$ cat src/rtl/serial_frame_pkg.sv
// Shared definitions for the double-copy parity serial framing, used by the
// receiver and the matching transmitter.
package serial_frame_pkg;

  localparam int   DEFAULT_DATA_W = 8;
  localparam logic START_BIT      = 1'b0;
  localparam logic STOP_BIT       = 1'b1;
  localparam logic IDLE_LVL       = 1'b1;

  typedef enum logic [2:0] {
    IDLE  = 3'd0,
    DATA0 = 3'd1,
    PAR0  = 3'd2,
    DATA1 = 3'd3,
    PAR1  = 3'd4,
    STOP  = 3'd5
  } state_t;

  // start + copy0 + parity0 + copy1 + parity1 + stop
  function automatic int frame_len(input int data_w);
    return 2 * data_w + 4;
  endfunction

endpackage

$ cat src/rtl/serial_frame_rx_if.sv
// Line-side and result-side signals of the serial frame receiver.
interface serial_frame_rx_if
  import serial_frame_pkg::*;
#(
  parameter int DATA_W = DEFAULT_DATA_W
);
  logic              ser_in;
  logic              bit_en;
  logic [DATA_W-1:0] rx_data;
  logic              rx_valid;
  logic              rx_done;
  logic              err_parity;
  logic              err_copy;
  logic              err_frame;
  logic [3:0]        frame_cnt;

  modport master (
    output ser_in, bit_en,
    input  rx_data, rx_valid, rx_done, err_parity, err_copy, err_frame, frame_cnt
  );

  modport slave (
    input  ser_in, bit_en,
    output rx_data, rx_valid, rx_done, err_parity, err_copy, err_frame, frame_cnt
  );
endinterface

$ cat src/rtl/frame_copy_shreg.sv
// One payload copy: MSB-first shift register with running even-parity XOR.
module frame_copy_shreg #(
  parameter int DATA_W = 8
) (
  input  logic              clk,
  input  logic              rst_n,
  input  logic              clr,
  input  logic              shift,
  input  logic              din,
  output logic [DATA_W-1:0] q,
  output logic              par
);

  always_ff @(posedge clk) begin
    if (!rst_n || clr) begin
      q   <= '0;
      par <= 1'b0;
    end else if (shift) begin
      q   <= {q[DATA_W-2:0], din};
      par <= par ^ din;
    end
  end

endmodule

$ cat src/rtl/serial_frame_rx.sv
// Serial frame receiver: deserialises two parity-protected copies of a payload,
// checks parity, copy agreement and stop bit, and reports one result per frame.
module serial_frame_rx
  import serial_frame_pkg::*;
#(
  parameter int DATA_W = DEFAULT_DATA_W
) (
  input  logic               clk,
  input  logic               rst_n,
  serial_frame_rx_if.slave   bus
);

  localparam int CNT_W = $clog2(DATA_W);

  state_t            state, state_nx;
  logic [CNT_W-1:0]  bit_cnt;
  logic              last_bit;
  logic              clr, shift0, shift1;
  logic [DATA_W-1:0] copy0, copy1;
  logic              par0, par1;
  logic              par_bad0, par_bad1, stop_bit, done_pend;
  logic              clean;

  logic [DATA_W-1:0] rx_data;
  logic              rx_valid, rx_done;
  logic              err_parity, err_copy, err_frame;
  logic [3:0]        frame_cnt;

  assign last_bit = (bit_cnt == CNT_W'(DATA_W - 1));

  frame_copy_shreg #(.DATA_W(DATA_W)) u_copy0 (
    .clk(clk), .rst_n(rst_n), .clr(clr), .shift(shift0),
    .din(bus.ser_in), .q(copy0), .par(par0)
  );

  frame_copy_shreg #(.DATA_W(DATA_W)) u_copy1 (
    .clk(clk), .rst_n(rst_n), .clr(clr), .shift(shift1),
    .din(bus.ser_in), .q(copy1), .par(par1)
  );

  always_ff @(posedge clk) begin
    if (!rst_n) state <= IDLE;
    else        state <= state_nx;
  end

  // Nothing advances without a strobe; every transition consumes one line bit.
  always_comb begin
    state_nx = state;
    clr      = 1'b0;
    shift0   = 1'b0;
    shift1   = 1'b0;
    if (bus.bit_en) begin
      case (state)
        IDLE:  if (bus.ser_in == START_BIT) begin
                 state_nx = DATA0;
                 clr      = 1'b1;
               end
        DATA0: begin
                 shift0 = 1'b1;
                 if (last_bit) state_nx = PAR0;
               end
        PAR0:  state_nx = DATA1;
        DATA1: begin
                 shift1 = 1'b1;
                 if (last_bit) state_nx = PAR1;
               end
        PAR1:  state_nx = STOP;
        STOP:  state_nx = IDLE;
        default: state_nx = IDLE;
      endcase
    end
  end

  always_ff @(posedge clk) begin
    if (!rst_n || clr)        bit_cnt <= '0;
    else if (shift0 || shift1) bit_cnt <= last_bit ? '0 : bit_cnt + 1'b1;
  end

  // Per-frame verdict bits, collected as the parity and stop slots go by.
  always_ff @(posedge clk) begin
    if (!rst_n) begin
      par_bad0  <= 1'b0;
      par_bad1  <= 1'b0;
      stop_bit  <= 1'b0;
      done_pend <= 1'b0;
    end else begin
      done_pend <= 1'b0;
      if (bus.bit_en) begin
        case (state)
          PAR0: par_bad0 <= par0 ^ bus.ser_in;
          PAR1: par_bad1 <= par1 ^ bus.ser_in;
          STOP: begin
                  stop_bit  <= bus.ser_in;
                  done_pend <= 1'b1;
                end
          default: ;
        endcase
      end
    end
  end

  assign clean = !(par_bad0 || par_bad1) && (copy0 == copy1) && (stop_bit == STOP_BIT);

  // Result stage: copy registers still hold the finished frame here, because a
  // back-to-back start bit only clears them on this same edge.
  always_ff @(posedge clk) begin
    if (!rst_n) begin
      rx_data    <= '0;
      rx_valid   <= 1'b0;
      rx_done    <= 1'b0;
      err_parity <= 1'b0;
      err_copy   <= 1'b0;
      err_frame  <= 1'b0;
      frame_cnt  <= 4'd0;
    end else begin
      rx_done  <= done_pend;
      rx_valid <= 1'b0;
      if (done_pend) begin
        err_parity <= par_bad0 | par_bad1;
        err_copy   <= (copy0 != copy1);
        err_frame  <= (stop_bit != STOP_BIT);
        if (clean) begin
          rx_data   <= copy0;
          rx_valid  <= 1'b1;
          frame_cnt <= frame_cnt + 4'd1;
        end
      end
    end
  end

  assign bus.rx_data    = rx_data;
  assign bus.rx_valid   = rx_valid;
  assign bus.rx_done    = rx_done;
  assign bus.err_parity = err_parity;
  assign bus.err_copy   = err_copy;
  assign bus.err_frame  = err_frame;
  assign bus.frame_cnt  = frame_cnt;

endmodule

$ cat src/flat_wrapper.sv
// flat-port wrapper written by rule: the top's interface ports become plain ports
module serial_frame_rx_flat import serial_frame_pkg::*;
#(
  parameter int DATA_W = DEFAULT_DATA_W
)
  (clk, rst_n, bus_ser_in, bus_bit_en, bus_rx_data, bus_rx_valid, bus_rx_done, bus_err_parity, bus_err_copy, bus_err_frame, bus_frame_cnt);
  serial_frame_rx_if #(.DATA_W(DATA_W)) bus_i ();
  input  logic clk;
  input  logic rst_n;
  input wire logic [$bits(bus_i.ser_in)-1:0] bus_ser_in;
  input wire logic [$bits(bus_i.bit_en)-1:0] bus_bit_en;
  output wire logic [$bits(bus_i.rx_data)-1:0] bus_rx_data;
  output wire logic [$bits(bus_i.rx_valid)-1:0] bus_rx_valid;
  output wire logic [$bits(bus_i.rx_done)-1:0] bus_rx_done;
  output wire logic [$bits(bus_i.err_parity)-1:0] bus_err_parity;
  output wire logic [$bits(bus_i.err_copy)-1:0] bus_err_copy;
  output wire logic [$bits(bus_i.err_frame)-1:0] bus_err_frame;
  output wire logic [$bits(bus_i.frame_cnt)-1:0] bus_frame_cnt;
  assign bus_i.ser_in = bus_ser_in;
  assign bus_i.bit_en = bus_bit_en;
  assign bus_rx_data = bus_i.rx_data;
  assign bus_rx_valid = bus_i.rx_valid;
  assign bus_rx_done = bus_i.rx_done;
  assign bus_err_parity = bus_i.err_parity;
  assign bus_err_copy = bus_i.err_copy;
  assign bus_err_frame = bus_i.err_frame;
  assign bus_frame_cnt = bus_i.frame_cnt;
  serial_frame_rx #(.DATA_W(DATA_W)) u_core (.clk(clk), .rst_n(rst_n), .bus(bus_i));
endmodule
$ cat config.mk
export PLATFORM = sky130hd
export DESIGN_NAME = serial_frame_rx_flat
export DESIGN_NICKNAME = d
export VERILOG_FILES = /design/src/rtl/serial_frame_pkg.sv /design/src/rtl/serial_frame_rx_if.sv /design/src/rtl/frame_copy_shreg.sv /design/src/rtl/serial_frame_rx.sv /design/src/flat_wrapper.sv
export SDC_FILE = /design/constraint.sdc
export NUM_CORES = 1
export LEC_CHECK = 0
export ABC_CLOCK_PERIOD_IN_PS = 1400
export CORE_MARGIN = 3
export CORE_UTILIZATION = 55
export CTS_CLUSTER_SIZE = 12
export DETAILED_ROUTE_END_ITERATION = 12
export PLACE_DENSITY_LB_ADDON = 0.1
export SYNTH_ARGS = -nofsm -noshare
export SYNTH_HDL_FRONTEND = slang
export SYNTH_HIERARCHICAL = 1
export SYNTH_SLANG_ARGS = --single-unit
$ cat constraint.sdc
create_clock -name clk -period 1.4 [get_ports clk]
set_input_delay 0.21 -clock clk [delete_from_list [all_inputs] [get_ports clk]]
set_output_delay 0.21 -clock clk [all_outputs]
set_load 0.01 [all_outputs]
== After elaboration in Yosys (flattened, before gate mapping) ==
Cells that the tools add are included.

* Bits in registers: 45
* Bits in latches: 0
* Bits in writable memories: 0
* Bits in read-only memories: 0
* Input port bits: 4
* Output and inout bits: 17
* Logic and storage cells: 63
* Memories kept: 0

* Add/subtract/negate cells: 2
* Multiply operators: 0
* Div/mod/pow operators: 0
* Order comparisons: 0
* Equal/unequal tests: 11
* Shift-type cells: 0
* Mux-type cells: 14
* Bitwise logic cells: 4
* Reductions and logical operators: 15

{| class="wikitable"
|+ Operators by type and width
! kind !! number
|-
| case mux 3 bit (5 select lines) || 1
|-
| two-way mux 3 bit || 4
|-
| AND reduction 2 bit || 6
|-
| == test 3 bit, second input constant || 3
|-
| two-way mux 1 bit || 9
|-
| == test 8 bit || 1
|-
| != test 8 bit || 1
|-
| == test 3 x 2 -> 1 bit, second input constant || 2
|-
| adder 4 x 1 -> 4 bit, second input constant || 1
|-
| != test 2 x 1 -> 1 bit, second input constant || 2
|-
| AND reduction 4 bit || 1
|-
| adder 3 x 1 -> 3 bit, second input constant || 1
|-
| == test 3 x 1 -> 1 bit, second input constant || 1
|-
| logical NOT 3 bit || 1
|-
| logical OR 1 bit || 3
|-
| logical AND 1 bit || 2
|-
| logical NOT 1 bit || 2
|-
| != test 2 bit, second input constant || 1
|-
| XOR 1 bit || 2
|-
| NOT 1 bit || 1
|-
| OR 1 bit || 1
|}

== Logic depth before layout (Yosys ltp) ==
Gate-level depths: netlist of the first run.

* Depth after elaboration: 5
* Mapped depth: 6

== Hierarchy ==
Netlist of the first run, hierarchy kept.

{| class="wikitable"
|+ Modules (own cells, without submodules)
! module !! times used !! cells each !! area an instance (µm²) !! seq. area each (µm²)
|-
| serial_frame_rx || 1 || 145 || 1313.8 || 540.5
|-
| frame_copy_shreg || 2 || 31 || 339.1 || 180.2
|}

== Least setup slack after synthesis of the first run ==
Ideal clock, no wire load.

* Kind: reg2reg
* From: register u_core.u_copy0.q[3]
* To: register u_core.frame_cnt[0], in the netlist u_core/bus.frame_cnt[0]
* Arrival time: 1.238 ns
* Required time: 1.328 ns
* Slack: 0.091 ns
* Stages on the path, launching flop included: 6
* Path buffers: 1
* Path through: dfxtp_1 xnor2_2 nand4_2 nor3_2 buf_6 mux2i_1

* Longest elaborated chain between the ends: 4

{| class="wikitable"
|+ RTL lines
! item !! line !! text
|-
| start: declaration || frame_copy_shreg.sv:10 || <nowiki>output logic [DATA_W-1:0] q,</nowiki>
|-
| start signal: assignment || frame_copy_shreg.sv:19 || <nowiki>q <= {q[DATA_W-2:0], din};</nowiki>
|-
| == test 8 bit || serial_frame_rx.sv:102 || <nowiki>assign clean = !(par_bad0 || par_bad1) && (copy0 == copy1) && (stop_bit == STOP_BIT);</nowiki>
|-
| logical AND 1 bit (2 in a row) || serial_frame_rx.sv:102 ||
|-
| AND reduction 2 bit (no line) || - ||
|-
| end signal: assignment || serial_frame_rx.sv:125 || <nowiki>frame_cnt <= frame_cnt + 4'd1;</nowiki>
|-
| end: declaration || serial_frame_rx.sv:27 || <nowiki>logic [3:0] frame_cnt;</nowiki>
|}

No other way between the ends.
A chain may end at the register's enable or synchronous reset.

== Worst setup path after layout of the first run ==
* From: register u_core.par_bad1
* To: register u_core.rx_data[1], in the netlist u_core/bus.rx_data[1]

* Longest elaborated chain between the ends: 5

{| class="wikitable"
|+ RTL lines
! item !! line !! text
|-
| start: declaration || serial_frame_rx.sv:21 || <nowiki>logic par_bad0, par_bad1, stop_bit, done_pend;</nowiki>
|-
| start signal: assignment || serial_frame_rx.sv:91 || <nowiki>PAR1: par_bad1 <= par1 ^ bus.ser_in;</nowiki>
|-
| logical OR 1 bit || serial_frame_rx.sv:102 ||
|-
| logical NOT 1 bit || serial_frame_rx.sv:102 ||
|-
| logical AND 1 bit (2 in a row) || serial_frame_rx.sv:102 ||
|-
| AND reduction 2 bit (no line) || - ||
|-
| end signal: assignment || serial_frame_rx.sv:123 || <nowiki>rx_data <= copy0;</nowiki>
|-
| end: declaration || serial_frame_rx.sv:24 || <nowiki>logic [DATA_W-1:0] rx_data;</nowiki>
|}

No other way between the ends.

==> run_results.csv, run 1 <==
group,metric,value,unit
outcome,status,"complete, but fails checks",
outcome,violations,"negative setup slack",
clocking,clk_latency,360,ps
min_path,min-delay-path-class,"reg2reg",
worst_setup_path,cp_top_family,"simple AND/OR/NAND/NOR gates",
global_route,grt_max_degree,17,
worst_setup_path,end_kind,"flip-flop",
power,combPwrFrac,0.067,
worst_setup_path,endpoint,"u_core/bus.rx_data[1]$_SDFFE_PN0P_",
worst_setup_path,worstPathRequired,1690,ps
logic_synthesis,synth_xor_area_frac,0.0553,
power,clock_power_share,0.316,
worst_setup_path,cp_max_fo,5,
cells_and_area,fin_util,0.773,
cells_and_area,mostFrequentLayoutCells,"34 x mux2i_1, 31 x nor2_1, 29 x dfxtp_1",
timing,timing.final.ws_setup,-77.8,ps
global_route,antenna_found_initial,0,
logic_synthesis,syn_nets,214,
logic_synthesis,synth_top_family_by_area,"simple AND/OR/NAND/NOR gates",
floorplan,start_util,0.583,
worst_setup_path,critPathMaxStageDelay,350,ps
logic_synthesis,synth_area,1990,sq um
route,vias,1590,
worst_setup_path,reg2regPathDepth,5,
global_route,grtUsageTotal,0.216,
timing,final_max_slew_viol_count,0,
timing,relSlewSlack,0.779,
worst_setup_path,crit_start,"u_core/par_bad1$_SDFFE_PN0P_",
clocking,cts.hold.buffers_added,0,
worst_setup_path,reg2reg_slack,-80,ps
run,cap_violations,0,
worst_setup_path,cp_slowest_cell,"dfxtp_1",
logic_synthesis,synthAdderAreaFrac,0.0188,
logic_synthesis,synth-compound-area-share,0.0528,
logic_synthesis,ys_seq_area_frac,0.452,
worst_setup_path,startpoint_type,"flip-flop",
route,post-route-drc-count,0,
route,ant_nets,0,
power,leakage,1.02,nW
power,pwr-share-seq,0.617,
clocking,clock-sinks,45,
power,switching_share,0.240,
clocking,numCtsBuffers,5,
global_route,grt_pass1_wl,7070,um
place,hpwl,2970,um
floorplan,die_w,66.2,um
floorplan,dieArea,4380,sq um
clocking,cts-root-buf,"clkbuf_4",
min_path,holdPathStages,2,
route,wl_per_cell,14.9,um
floorplan,io_pins,21,
logic_synthesis,synth_cells,207,
clocking,path_clk_slew,130,ps
global_route,gr-total-overflow,0,
timing,max_freq,0.677,GHz
floorplan,fp.dieH,66.2,um
timing,setup_tns,-685,ps
logic_synthesis,synthDistinctLibCells,35,
timing,setup_viol,13,
timing,period_needed,1480,ps
global_route,grt_pass1_vias,1586,
cells_and_area,synthToLayoutAreaGrowth,32.5,%
route,viasPerCell,5.34,
power,p_switching,501,uW
worst_setup_path,r2r-end,"u_core/bus.rx_data[1]$_SDFFE_PN0P_",
worst_setup_path,cp.arrival,1770,ps
logic_synthesis,synthMuxAreaShare,0.171,
logic_synthesis,avgSynthCellArea,9.62,sq um
timing,worst_slew_pin_slew,328,ps
timing,finalHoldViolCount,0,
cells_and_area,drive_gt1_frac,0.290,
cells_and_area,final_common_cell,"mux2i_1",
cells_and_area,nets,258,
clocking,ctsLongestPathBuffers,2,
logic_synthesis,synth_seq_cells,45,
worst_setup_path,path_buf_inv,1,
worst_setup_path,r2r-start,"u_core/par_bad1$_SDFFE_PN0P_",
floorplan,row_count,21,
logic_synthesis,synth_simple_gate_area_frac,0.207,
floorplan,coreArea,3420,sq um
cells_and_area,antenna_cells,0,
place,port_buffers,20,
timing,rsz0062_at_grt,"true",
power,power.density,790,nW/um^2
power,ir_drop,0.690,mV
cells_and_area,layout.cells.non_filler,298,
logic_synthesis,ys.warnings.count,6,
clocking,cts-htree-levels,2,
power,p_int,1.58,mW
route,dr.first_iter.drc_count,76,
route,wirelength,4440,um
worst_setup_path,cp.depth,5,
place,gp_routability_congestion,0.759,
worst_setup_path,crit_chain,"nor2_1 > nand3_1 > nor3_4 > buf_6 > mux2i_1",
worst_setup_path,criticalPathCategory,"reg2reg",
timing,fin_worst_skew,11.3,ps
place,place_inst,285,
clocking,cts_tree,"built",
route,first_pass_iters,4,
timing,fin_crit_sh,1.06,
## per-stage QoR
step	worst slack (ps)	hold slack [ps]	instance area, sq um	total power, mW
floorplan	90.6	354	1990	1.39
global placement	-186	443	2350	1.43
detailed placement	-210	451	2350	1.44
CTS	-51.5	472	2550	2.09
global route	-145	490	2640	2.17
finish	-77.8	466	2640	2.08
## cells in the mapped netlist
| library cell | n | area (sq um) |
|---|---|---|
| dfxtp_1 | 45 | 901 |
| mux2i_1 | 34 | 340 |
| nor2_1 | 31 | 116 |
| nand2_1 | 26 | 97.6 |
| nand2b_1 | 8 | 50.1 |
| xnor2_1 | 5 | 43.8 |
| a21oi_1 | 3 | 15.0 |
| buf_2 | 3 | 15.0 |
| buf_6 | 3 | 33.8 |
| clkbuf_1 | 3 | 11.3 |
| clkbuf_2 | 3 | 15.0 |
| ha_1 | 3 | 37.5 |
| nand3b_1 | 3 | 22.5 |
| nor4_1 | 3 | 18.8 |
| o21ai_0 | 3 | 15.0 |
| xnor2_2 | 3 | 48.8 |
| a211oi_1 | 2 | 15.0 |
| a21bo_1 | 2 | 20.0 |
| a21oi_2 | 2 | 17.5 |
| and2_1 | 2 | 12.5 |
| inv_1 | 2 | 7.51 |
| nand3_1 | 2 | 10.0 |
| nand4_2 | 2 | 25.0 |
| nor3_1 | 2 | 10.0 |
| xor2_1 | 2 | 17.5 |
| a2111oi_0 | 1 | 8.76 |
| a22oi_1 | 1 | 7.51 |
| and3_1 | 1 | 6.26 |
| clkinv_1 | 1 | 3.75 |
| nand4_1 | 1 | 6.26 |
| nor2b_1 | 1 | 6.26 |
| nor3_2 | 1 | 10.0 |
| nor3b_1 | 1 | 7.51 |
| nor4_2 | 1 | 12.5 |
| o22ai_1 | 1 | 6.26 |
## metal layers
metal | vias up | global-route usage | share of wire
li1 | 787 | - | -
met1 | 760 | 0.229 | 0.38
met2 | 32 | 0.399 | 0.56
met3 | 11 | 0.0476 | 0.041
met4 | 0 | 0.102 | 0.021
met5 | - | 0 | 0
## kinds of logic after synthesis
group	Yosys count
simple gates	85
flops	45
mux	34
compound gates	15
buf+inv	15
xor+xnor	10
fa+ha+maj	3
## repair_timing
action                     4_1_cts  5_1_grt
gates resized for setup         45       18
pin swaps                        6        8
setup endpoints to repair       30       33
setup buffers                    3        1
cloned                           1        0
## state kept, by name (all words and copies together), names as in the netlist, 3 cells and up
| name | count |
|---|---|
| u_core/bus.frame_cnt | 4 |
| u_core/bus.rx_data | 8 |
| u_core/state | 3 |
| u_core/u_copy1/q | 8 |
| u_core/u_copy0/q | 8 |
| u_core/bit_cnt | 3 |
## power groups by stage
stage,logic (mW),clock network [mW],registers [mW]
final,0.139,0.660,1.29
after global routing,0.150,0.734,1.29
after detailed placement,0.120,0,1.32
after CTS,0.127,0.675,1.29
after global placement,0.115,0,1.32
after floorplan,0.0754,0,1.32
## worst min path at each step
stage / startpoint / slack (ps) / endpoint
3_5_place_dp: u_core/bus.rx_data[3]$_SDFFE_PN0P_ / 450 / u_core/bus.rx_data[3]$_SDFFE_PN0P_
4_1_cts: u_core/bus.rx_data[6]$_SDFFE_PN0P_ / 470 / u_core/bus.rx_data[6]$_SDFFE_PN0P_
3_3_place_gp: u_core/bus.rx_data[3]$_SDFFE_PN0P_ / 440 / u_core/bus.rx_data[3]$_SDFFE_PN0P_
2_1_floorplan: bus_ser_in / 350 / u_core/stop_bit$_SDFFE_PN0P_
5_1_grt: u_core/bus.rx_data[4]$_SDFFE_PN0P_ / 490 / u_core/bus.rx_data[4]$_SDFFE_PN0P_
6_report: u_core/bus.rx_data[6]$_SDFFE_PN0P_ / 470 / u_core/bus.rx_data[6]$_SDFFE_PN0P_
## worst reg2reg max path, delay by kind of cell, from the launching register on
kind	cells	cell delay, ps
DFF	1	350
muxes	1	190
buffers and inverters	1	170
and+or+nand+nor	3	690
## final cells by class
class / instances / area, sq um
Clock inverter: 2 / 13.8
Sequential cell: 45 / 928
Clock buffer: 6 / 51.3
Inverter: 3 / 11.3
Fill cell: 255 / 777
Multi-Input combinational cell: 147 / 1160
Timing Repair Buffer: 49 / 415
Tap cell: 46 / 57.6
Note: power is estimated with default switching activity, not from simulation.
==> run 2: changes to the inputs <==
--- a/config.mk
+++ b/config.mk
@@ -6,10 +6,12 @@
 export NUM_CORES = 1
 export LEC_CHECK = 0
 export ABC_CLOCK_PERIOD_IN_PS = 1400
+export CAP_MARGIN = 5
 export CORE_MARGIN = 3
-export CORE_UTILIZATION = 55
+export CORE_UTILIZATION = 30
 export CTS_CLUSTER_SIZE = 12
 export DETAILED_ROUTE_END_ITERATION = 12
+export GPL_TIMING_DRIVEN = 0
 export PLACE_DENSITY_LB_ADDON = 0.1
 export SYNTH_ARGS = -nofsm -noshare
 export SYNTH_HDL_FRONTEND = slang
==> run 2 against run 1 <==
Net effect: the flow still finishes with violations (negative setup slack); combinational power shrank 10%; hold slack worse by 120 ps; wire length shrank 6.6%; final area grew 3.4%; highest routed layer unchanged.
==> run_results.csv, run 2 (synthesized netlist as in run 1, its figures left out) <==
group,metric,value,unit
global_route,grt_pass1_wl,7060,um
floorplan,start_util,0.312,
route,post-route-drc-count,0,
global_route,grt_max_degree,15,
timing,max_freq,0.707,GHz
worst_setup_path,worstPathRequired,1630,ps
floorplan,coreArea,6390,sq um
route,first_pass_iters,4,
worst_setup_path,reg2regPathDepth,5,
timing,fin_worst_skew,9.19,ps
timing,setup_viol,5,
min_path,holdPathStages,4,
global_route,gr-usage-met3,0.0312,
timing,timing.hold.ws,344,ps
route,ant_nets,0,
timing,rsz0062_at_grt,"true",
worst_setup_path,end_kind,"flip-flop",
worst_setup_path,cp_max_fo,4,
place,place_inst,303,
power,leakage,1.15,nW
floorplan,die_w,87.5,um
clocking,cts_tree,"built",
global_route,antenna_found_initial,0,
power,power,2.57,mW
outcome,violations,"negative setup slack",
floorplan,row_count,29,
cells_and_area,drive_gt1_frac,0.302,
place,gp_routability_congestion,0.690,
worst_setup_path,r2r-start,"u_core/u_copy1/q[0]$_SDFFE_PP0P_",
timing,fin_crit_sh,1.01,
timing,timing.final.ws_setup,-15.2,ps
timing,period_needed,1420,ps
cells_and_area,mostFrequentLayoutCells,"34 x mux2i_1, 29 x nor2_1, 26 x nand2_1",
cells_and_area,n_fill_cell,634,
global_route,grtUsageTotal,0.117,
clocking,cts-htree-levels,2,
global_route,grt-busiest-layer,"met2",
power,ir_drop,0.725,mV
cells_and_area,synthToLayoutAreaGrowth,36.9,%
worst_setup_path,r2r-end,"u_core/bus.frame_cnt[2]$_SDFFE_PN0P_",
cells_and_area,final_common_cell,"mux2i_1",
clocking,cts-root-buf,"clkbuf_8",
timing,relSlewSlack,0.656,
worst_setup_path,reg2reg_slack,-20,ps
clocking,numCtsBuffers,5,
global_route,use_met2,0.186,
route,viasPerCell,4.63,
timing,final_max_slew_viol_count,0,
power,power.density,941,nW/um^2
cells_and_area,antenna_cells,0,
clocking,path_clk_slew,90,ps
min_path,min-delay-path-class,"in2reg",
outcome,status,"complete, but fails checks",
cells_and_area,reg_top3,"u_core/bus.rx_data (8), u_core/u_copy0/q (8), u_core/u_copy1/q (8)",
timing,setup_tns,-44.5,ps
cells_and_area,layout.cells.non_filler,319,
cells_and_area,nets,248,
worst_setup_path,cp.arrival,1650,ps
route,vias,1477,
run,cap_violations,0,
worst_setup_path,endpoint,"u_core/bus.frame_cnt[2]$_SDFFE_PN0P_",
route,wl_per_cell,13.0,um
timing,worst_slew_pin_slew,516,ps
global_route,grt_pass1_vias,1420,
floorplan,dieArea,7650,sq um
timing,finalHoldViolCount,0,
place,hpwl,2760,um
global_route,grt_use_met1,0.158,
place,port_buffers,19,
floorplan,io_pins,21,
route,dr.first_iter.drc_count,44,
floorplan,fp.dieH,87.5,um
worst_setup_path,startpoint_type,"flip-flop",
worst_setup_path,criticalPathCategory,"reg2reg",
clocking,ctsLongestPathBuffers,2,
clocking,clock-sinks,45,
worst_setup_path,crit_start,"u_core/u_copy1/q[0]$_SDFFE_PP0P_",
clocking,clk_latency,290,ps
cells_and_area,fin_util,0.427,
global_route,gr-total-overflow,0,
route,wirelength,4150,um
==> run 2: cell count changes in the layout (fill, tap and decap cells not counted), sizes merged <==
cell and change:
buf -15, dlygate4sd2 -12, dlymetal6s2s +11, clkbuf +5, bufinv +2, clkinv -1
==> run 2: metrics by stage <==
stage | cell area (sq um) | worst slack, ps
after global placement | 2280 | -606
after detailed placement | 2280 | -593
after global routing | 2730 | -115
after floorplan | 1990 | 90.6
final | 2730 | -15.2
after CTS | 2530 | -88.8
==> run 2: worst min path at each step <==
stage	from	to
floorplan	bus_ser_in	u_core/stop_bit$_SDFFE_PN0P_
global placement	u_core/bus.rx_data[6]$_SDFFE_PN0P_	u_core/bus.rx_data[6]$_SDFFE_PN0P_
detailed placement	u_core/bus.rx_data[7]$_SDFFE_PN0P_	u_core/bus.rx_data[7]$_SDFFE_PN0P_
CTS	bus_bit_en	u_core/state[0]$_SDFFE_PN0P_
global route	bus_bit_en	u_core/state[0]$_SDFFE_PN0P_
finish	bus_bit_en	u_core/state[2]$_SDFFE_PN0P_
==> run 2: timing repair <==
action | CTS | global route
pin swaps | 6 | 10
hold buffers | 0 | 0
cloned | 1 | 1
setup endpoints to repair | 41 | 46
resized for setup | 35 | 46
hold endpoints to repair | 0 | 0
buffers inserted | 3 | 4
==> run 2: worst max-delay path: stages, from the launching register on <==
cell,delay [ps]
dfxtp_4,370
xnor2_4,190
nand4_4,160
buf_4,180
nor4_4,260
mux2i_1,200
==> run 2: layout make-up <==
class,count,area (sq um),area share
multi-input cells,147,1180,0.431
flip-flops and latches,45,940,0.344
repair buffers,28,287,0.105
well taps,77,96.3,0.0353
plain buffers,11,83.8,0.0307
clock buffers,5,68.8,0.0252
clock inverters,3,65.1,0.0239
inverters,3,11.3,0.00413
==> run 2: metal layers <==
metal | routed length (um) | vias to the layer above | part of all wire
met4 | 25 | 0 | 0.0060
met2 | 1910 | 14 | 0.46
met5 | 0 | - | 0
met3 | 121 | 2 | 0.029
li1 | - | 761 | -
met1 | 2080 | 700 | 0.50
==> run 2: power by group <==
group | total [mW] | leakage (nW) | switching [mW] | internal, mW
Combinational | 0.125 | 0.704 | 0.0769 | 0.0479
Sequential | 1.28 | 0.375 | 0.00781 | 1.28
Clock | 1.16 | 0.0681 | 0.449 | 0.709
